===== config.mk =====
export PLATFORM = sky130hd
export DESIGN_NAME = cci_mpf_shim_arb_sched
export DESIGN_NICKNAME = d
export VERILOG_FILES = /design/src/rtl/cci_mpf_shim_arb_sched.sv
export SDC_FILE = /design/constraint.sdc
export NUM_CORES = 1
export LEC_CHECK = 0
export ABC_AREA = 1
export ABC_CLOCK_PERIOD_IN_PS = 5600
export CORE_UTILIZATION = 53
export CTS_CLUSTER_DIAMETER = 30
export DETAILED_ROUTE_END_ITERATION = 16
export GPL_TIMING_DRIVEN = 1
export HOLD_SLACK_MARGIN = 0.15
export MAX_ROUTING_LAYER = met4
export PLACE_DENSITY = 0.78
export RECOVER_POWER = 100
export SLEW_MARGIN = 10
export SYNTH_ARGS = -nofsm -noshare
export SYNTH_HDL_FRONTEND = slang
export SYNTH_SLANG_ARGS = --single-unit

===== constraint.sdc =====
create_clock -name clk -period 5.6 [get_ports clk]
set_clock_uncertainty 0.05 [all_clocks]
set_input_delay 1.4 -clock clk [delete_from_list [all_inputs] [get_ports clk]]
set_output_delay 1.4 -clock clk [all_outputs]
set_load 0.02 [all_outputs]

===== src/rtl/cci_mpf_shim_arb_sched.sv =====
// Round-robin request scheduler with per-port in-flight limits and a drain handshake.
// Optional per-port grant statistics are built when CCI_MPF_SHIM_ARB_SCHED_STATS_EN is defined.
module cci_mpf_shim_arb_sched #(
  parameter int NUM_PORTS       = 4,
  parameter int MAX_OUTSTANDING = 16
) (
  input  logic                         clk,
  input  logic                         reset_n,
  input  logic [NUM_PORTS-1:0]         req_valid,
  input  logic                         tx_almost_full,
  input  logic                         rsp_valid,
  input  logic [$clog2(NUM_PORTS)-1:0] rsp_port,
  input  logic                         drain_req,
  input  logic [$clog2(NUM_PORTS)-1:0] stat_sel,
  output logic [NUM_PORTS-1:0]         grant,
  output logic [$clog2(NUM_PORTS)-1:0] grant_idx,
  output logic                         drained,
  output logic                         err_underflow,
  output logic [15:0]                  stat_cnt,
  output logic [1:0]                   dbg_state
);

  localparam int IDX_W = $clog2(NUM_PORTS);
  localparam int CNT_W = $clog2(MAX_OUTSTANDING + 1);

  typedef enum logic [1:0] {
    ST_RUN     = 2'd0,
    ST_DRAIN   = 2'd1,
    ST_DRAINED = 2'd2
  } state_t;

  // Handshake: grant[p] is the dequeue strobe for port p; a requester holding
  // req_valid[p] high sees its request consumed in any cycle where grant[p]=1.
  state_t             state;
  logic [IDX_W-1:0]   last_winner;
  logic [CNT_W-1:0]   outstanding     [NUM_PORTS];
  logic [CNT_W-1:0]   outstanding_nxt [NUM_PORTS];
  logic [NUM_PORTS-1:0] eligible;
  logic [NUM_PORTS-1:0] rsp_hit;
  logic               underflow;
  logic               all_zero_nxt;

  assign dbg_state = state;

  always_comb begin
    for (int p = 0; p < NUM_PORTS; p++) begin
      eligible[p] = req_valid[p] && (outstanding[p] < CNT_W'(MAX_OUTSTANDING)) &&
                    !tx_almost_full && (state == ST_RUN);
      rsp_hit[p]  = rsp_valid && (rsp_port == IDX_W'(p));
    end
  end

  // Search begins one past the last winner so every port gets a turn.
  always_comb begin
    int               idx;
    logic [IDX_W-1:0] idx_l;
    logic             found;
    grant     = '0;
    grant_idx = '0;
    found     = 1'b0;
    idx       = 0;
    idx_l     = '0;
    for (int i = 1; i <= NUM_PORTS; i++) begin
      idx   = (int'(last_winner) + i) % NUM_PORTS;
      idx_l = IDX_W'(idx);
      if (!found && eligible[idx_l]) begin
        found        = 1'b1;
        grant[idx_l] = 1'b1;
        grant_idx    = idx_l;
      end
    end
  end

  always_comb begin
    underflow    = 1'b0;
    all_zero_nxt = 1'b1;
    for (int p = 0; p < NUM_PORTS; p++) begin
      outstanding_nxt[p] = outstanding[p];
      if (grant[p] && !rsp_hit[p]) begin
        outstanding_nxt[p] = outstanding[p] + CNT_W'(1);
      end else if (rsp_hit[p] && !grant[p]) begin
        if (outstanding[p] == '0) begin
          underflow = 1'b1;
        end else begin
          outstanding_nxt[p] = outstanding[p] - CNT_W'(1);
        end
      end
      if (outstanding_nxt[p] != '0) begin
        all_zero_nxt = 1'b0;
      end
    end
  end

  always_ff @(posedge clk) begin
    if (!reset_n) begin
      state         <= ST_RUN;
      drained       <= 1'b0;
      last_winner   <= IDX_W'(NUM_PORTS - 1);
      err_underflow <= 1'b0;
      for (int p = 0; p < NUM_PORTS; p++) begin
        outstanding[p] <= '0;
      end
    end else begin
      for (int p = 0; p < NUM_PORTS; p++) begin
        outstanding[p] <= outstanding_nxt[p];
      end
      if (|grant) begin
        last_winner <= grant_idx;
      end
      if (underflow) begin
        err_underflow <= 1'b1;
      end
      // Drain completion looks at counts after this cycle's grant/response updates.
      case (state)
        ST_RUN: begin
          if (drain_req) begin
            if (all_zero_nxt) begin
              state   <= ST_DRAINED;
              drained <= 1'b1;
            end else begin
              state <= ST_DRAIN;
            end
          end
        end
        ST_DRAIN: begin
          if (!drain_req) begin
            state <= ST_RUN;
          end else if (all_zero_nxt) begin
            state   <= ST_DRAINED;
            drained <= 1'b1;
          end
        end
        ST_DRAINED: begin
          if (!drain_req) begin
            state   <= ST_RUN;
            drained <= 1'b0;
          end
        end
        default: begin
          state   <= ST_RUN;
          drained <= 1'b0;
        end
      endcase
    end
  end

`ifdef CCI_MPF_SHIM_ARB_SCHED_STATS_EN
  logic [15:0] stat_q [NUM_PORTS];

  always_ff @(posedge clk) begin
    if (!reset_n) begin
      for (int p = 0; p < NUM_PORTS; p++) begin
        stat_q[p] <= '0;
      end
    end else begin
      for (int p = 0; p < NUM_PORTS; p++) begin
        if (grant[p] && (stat_q[p] != 16'hFFFF)) begin
          stat_q[p] <= stat_q[p] + 16'd1;
        end
      end
    end
  end

  assign stat_cnt = (int'(stat_sel) < NUM_PORTS) ? stat_q[stat_sel] : 16'd0;
`else
  logic stat_sel_unused;
  assign stat_sel_unused = ^stat_sel;
  assign stat_cnt        = 16'd0;
`endif

endmodule


==> flow_metrics.py <==
metrics = {
    "worst_setup_path": {
        "worst_setup_path_start_kind": "input port",
        "critical-path-slowest-cell": "dlygate4sd3_1",
        "critPathMaxStageDelay_ns": 0.68,
        "path_delay_family": "simple AND/OR/NAND/NOR gates",
        "required_ns": 4.15,
        "crit_path_end_kind": "output pin",
        "worstPathMaxFanout": 7,
        "path_buf_inv": 3,
        "crit_type": "input port to output pin",
        "arrival_ns": 3.83,
        "crit_chain": "clkdlybuf4s50_1, inv_1, nor2_1, nand4_1, nand3_1, nand2_4, nand3_1, nand2_1, nor2_1, nand2_1, dlygate4sd3_1",
    },
    "die": {
        "dieArea_um2": 5500,
        "placementRows": 25,
        "die_h_um": 74.2,
        "die_w_um": 74.2,
        "start_util_pct": 56.5,
        "io_pins": 39,
        "core-area_um2": 4880,
    },
    "power": {
        "p_sw_w": 0.000844,
        "leakage_nw": 1.52,
        "combPwrFrac_pct": 71.7,
        "clockPowerShare_pct": 10.3,
        "finalPower_w": 0.00152,
        "p_seq_share_pct": 18.1,
        "power_density_nw_per_um2": 514,
        "irDropWorstVdd_v": 0.000297,
        "p_int_w": 0.000676,
        "power_switching_share_pct": 55.5,
    },
    "clocking": {
        "cts.sinks": 26,
        "htree_levels": 1,
        "post_cts_resized": 0,
        "numCtsBuffers": 3,
        "clockRootBuffer": "clkbuf_8",
        "post_cts_buffers": 0,
        "path_clk_slew_ns": 0.08,
        "hold_buffers": 0,
        "clockBufferDepth": 2,
        "cts_tree": "yes",
        "insertion_delay_ns": 0.28,
    },
    "drt": {
        "final_antenna_net_count": 0,
        "firstDrtPassIters": 5,
        "avgRoutedWirePerCell_um": 11.7,
        "via_per_inst": 5.16,
        "wirelength_um": 6240,
        "vias": 2741,
        "drtIter0Drc": 128,
        "drc": 0,
    },
    "place": {
        "io_buffer_count": 20,
        "gp_congestion": 0.951,
        "placed_cell_area_um2": 2960,
        "hpwl_um": 5050,
    },
    "yosys": {
        "async_flop_share_pct": 0,
        "synth_top_area_cell": "dfxtp_1",
        "synth_top_family_by_area": "simple AND/OR/NAND/NOR gates",
        "netlist_area_um2": 2760,
        "synth.yosys.seq_area_share_pct": 18.9,
        "synth_edf_count": 0,
        "synth_cell_type_count": 34,
        "synthMuxAreaShare_pct": 0,
        "ys_ff_latch": 26,
        "ys.flop_type": "dfxtp_1",
        "synthXorXnorAreaFrac_pct": 3.17,
        "synth_common_cells": "117 x nand2_1, 61 x inv_1, 44 x nor2_1",
        "yosys.area_share.adder_pct": 6.80,
        "avgSynthCellArea_um2": 6.19,
        "synth_area_leaders": "dfxtp_1 19%, nand2_1 16%, inv_1 8.3%",
        "synth_compound_area_share_pct": 7.30,
        "synth_top_area_share_pct": 18.9,
        "yosysMostFrequentCell": "nand2_1",
        "synthSimpleGateAreaFrac_pct": 49.4,
        "synthCells": 446,
        "synth_warnings": 0,
    },
    "cells_and_area": {
        "nets": 493,
        "antenna_cells": 0,
        "drive_above_1_share_pct": 6.68,
        "synthToLayoutAreaGrowth_pct": 7.12,
        "finalInstanceArea_um2": 2960,
        "final_core_util_pct": 60.6,
    },
    "sta": {
        "min_period_ns": 5.28,
        "setup_viol": 0,
        "rsz0062_at_grt": "false",
        "worst_slew_pin_slew_ns": 0.820,
        "relSlewSlack_pct": 44.9,
        "final.setup.tns_ns": 0,
        "period_share_pct": 94.2,
        "drv_slew": 0,
        "hold_violations": 0,
        "fmaxAchievable_mhz": 190,
    },
    "global_routing": {
        "antenna_found_initial": 0,
        "grt_usage_pct": 25.0,
        "grt_pass1_wl_um": 10400,
        "grt_max_degree": 25,
        "grt_pass1_vias": 2368,
        "overflow": 0,
    },
    "flow_run": {
        "drv_cap": 0,
    },
    "min_path": {
        "min_path_type": "flip-flop to flip-flop",
    },
    "status": {
        "status": "complete, no violations",
    },
}
layout make-up:
type | count | area [um^2]
Sequential cell | 26 | 520
Tap cell | 67 | 83.8
Multi-Input combinational cell | 346 | 1820
Clock buffer | 3 | 41.3
Fill cell | 497 | 1920
Inverter | 68 | 255
Timing Repair Buffer | 20 | 200
Clock inverter | 1 | 30.0
power by group through the flow:
stage               clock, W  combinational, W  sequential, W
finish              0.000156           0.00109       0.000275
global route        0.000171           0.00121       0.000281
CTS                 0.000162           0.00116       0.000274
detailed placement         0           0.00115       0.000278
global placement           0           0.00113       0.000277
floorplan                  0          0.000878       0.000268
metrics by stage:
stage	setup WS, ns	std cells	hold slack (ns)
after floorplan	1.61	461	0.471
after global placement	0.381	527	0.387
after detailed placement	0.319	527	0.394
after CTS	0.316	531	0.409
after global routing	0.158	531	0.423
final	0.325	531	0.400
path summary, 6_finish.rpt:
path	startpoint	endpoint	slack [ns]	cells after the start
max	req_valid[2]	grant[1]	0.32	11
min	drained	drained	0.40	2
max reg2reg	last_winner[0]	dbg_state[1]	2.04	20
min reg2reg	drained	drained	0.40	2
placed cells by master, fill, tap and decap left out, drive strengths merged:
cell	Yosys	routed
a21oi	18	18
a221oi	1	1
a31oi	1	1
and2	1	1
bufinv	0	1
clkbuf	4	3
clkdlybuf4s50	0	12
conb	1	16
dfxtp	26	26
dlygate4sd3	0	8
ha	15	15
inv	68	68
nand2	130	130
nand3	48	48
nand3b	3	3
nand4	21	21
nor2	53	53
nor3	6	6
nor4	2	2
o2111ai	1	1
o21ai	15	15
o22ai	2	2
or2	3	3
xnor2	1	1
xor2	9	9
flip-flops by register name, summed over array words and instances (netlist names):
register	count
outstanding	20
last_winner	2
drained	1
err_underflow	1
dbg_state	2
layer usage:
metal / wire length [um] / vias up / global-route usage (%)
met4: 44 / 0 / 5.56
li1: - / 1436 / -
met1: 3020 / 1245 / 32.3
met2: 2970 / 53 / 41.9
met3: 200 / 7 / 2.57
met5: 0 / - / -
worst register-to-register path: stages, from the launching register on:
cell	delay, ns
dfxtp_1	0.59
inv_2	0.20
ha_1	0.39
inv_1	0.12
nand3_2	0.10
nand2_4	0.13
inv_2	0.08
nand2_1	0.07
nand2_1	0.07
nor2_1	0.29
nand2_1	0.17
nand2_1	0.22
inv_1	0.13
nand3b_1	0.12
nand2_1	0.06
nor2_1	0.11
nand2_1	0.08
nor2_1	0.20
and2_0	0.19
nand3_1	0.07
nand2_1	0.06
cells by family (layout without fill, tap and decap cells):
logic type,after synthesis,in the layout
buffers and inverters,89,92
adder cells (fa/ha/maj),15,15
flip-flops,26,26
AND/OR/NAND/NOR,267,267
AO/OA/AOI/OAI,38,38
other,1,16
XOR/XNOR,10,10
(Power assumes the default switching activity.)
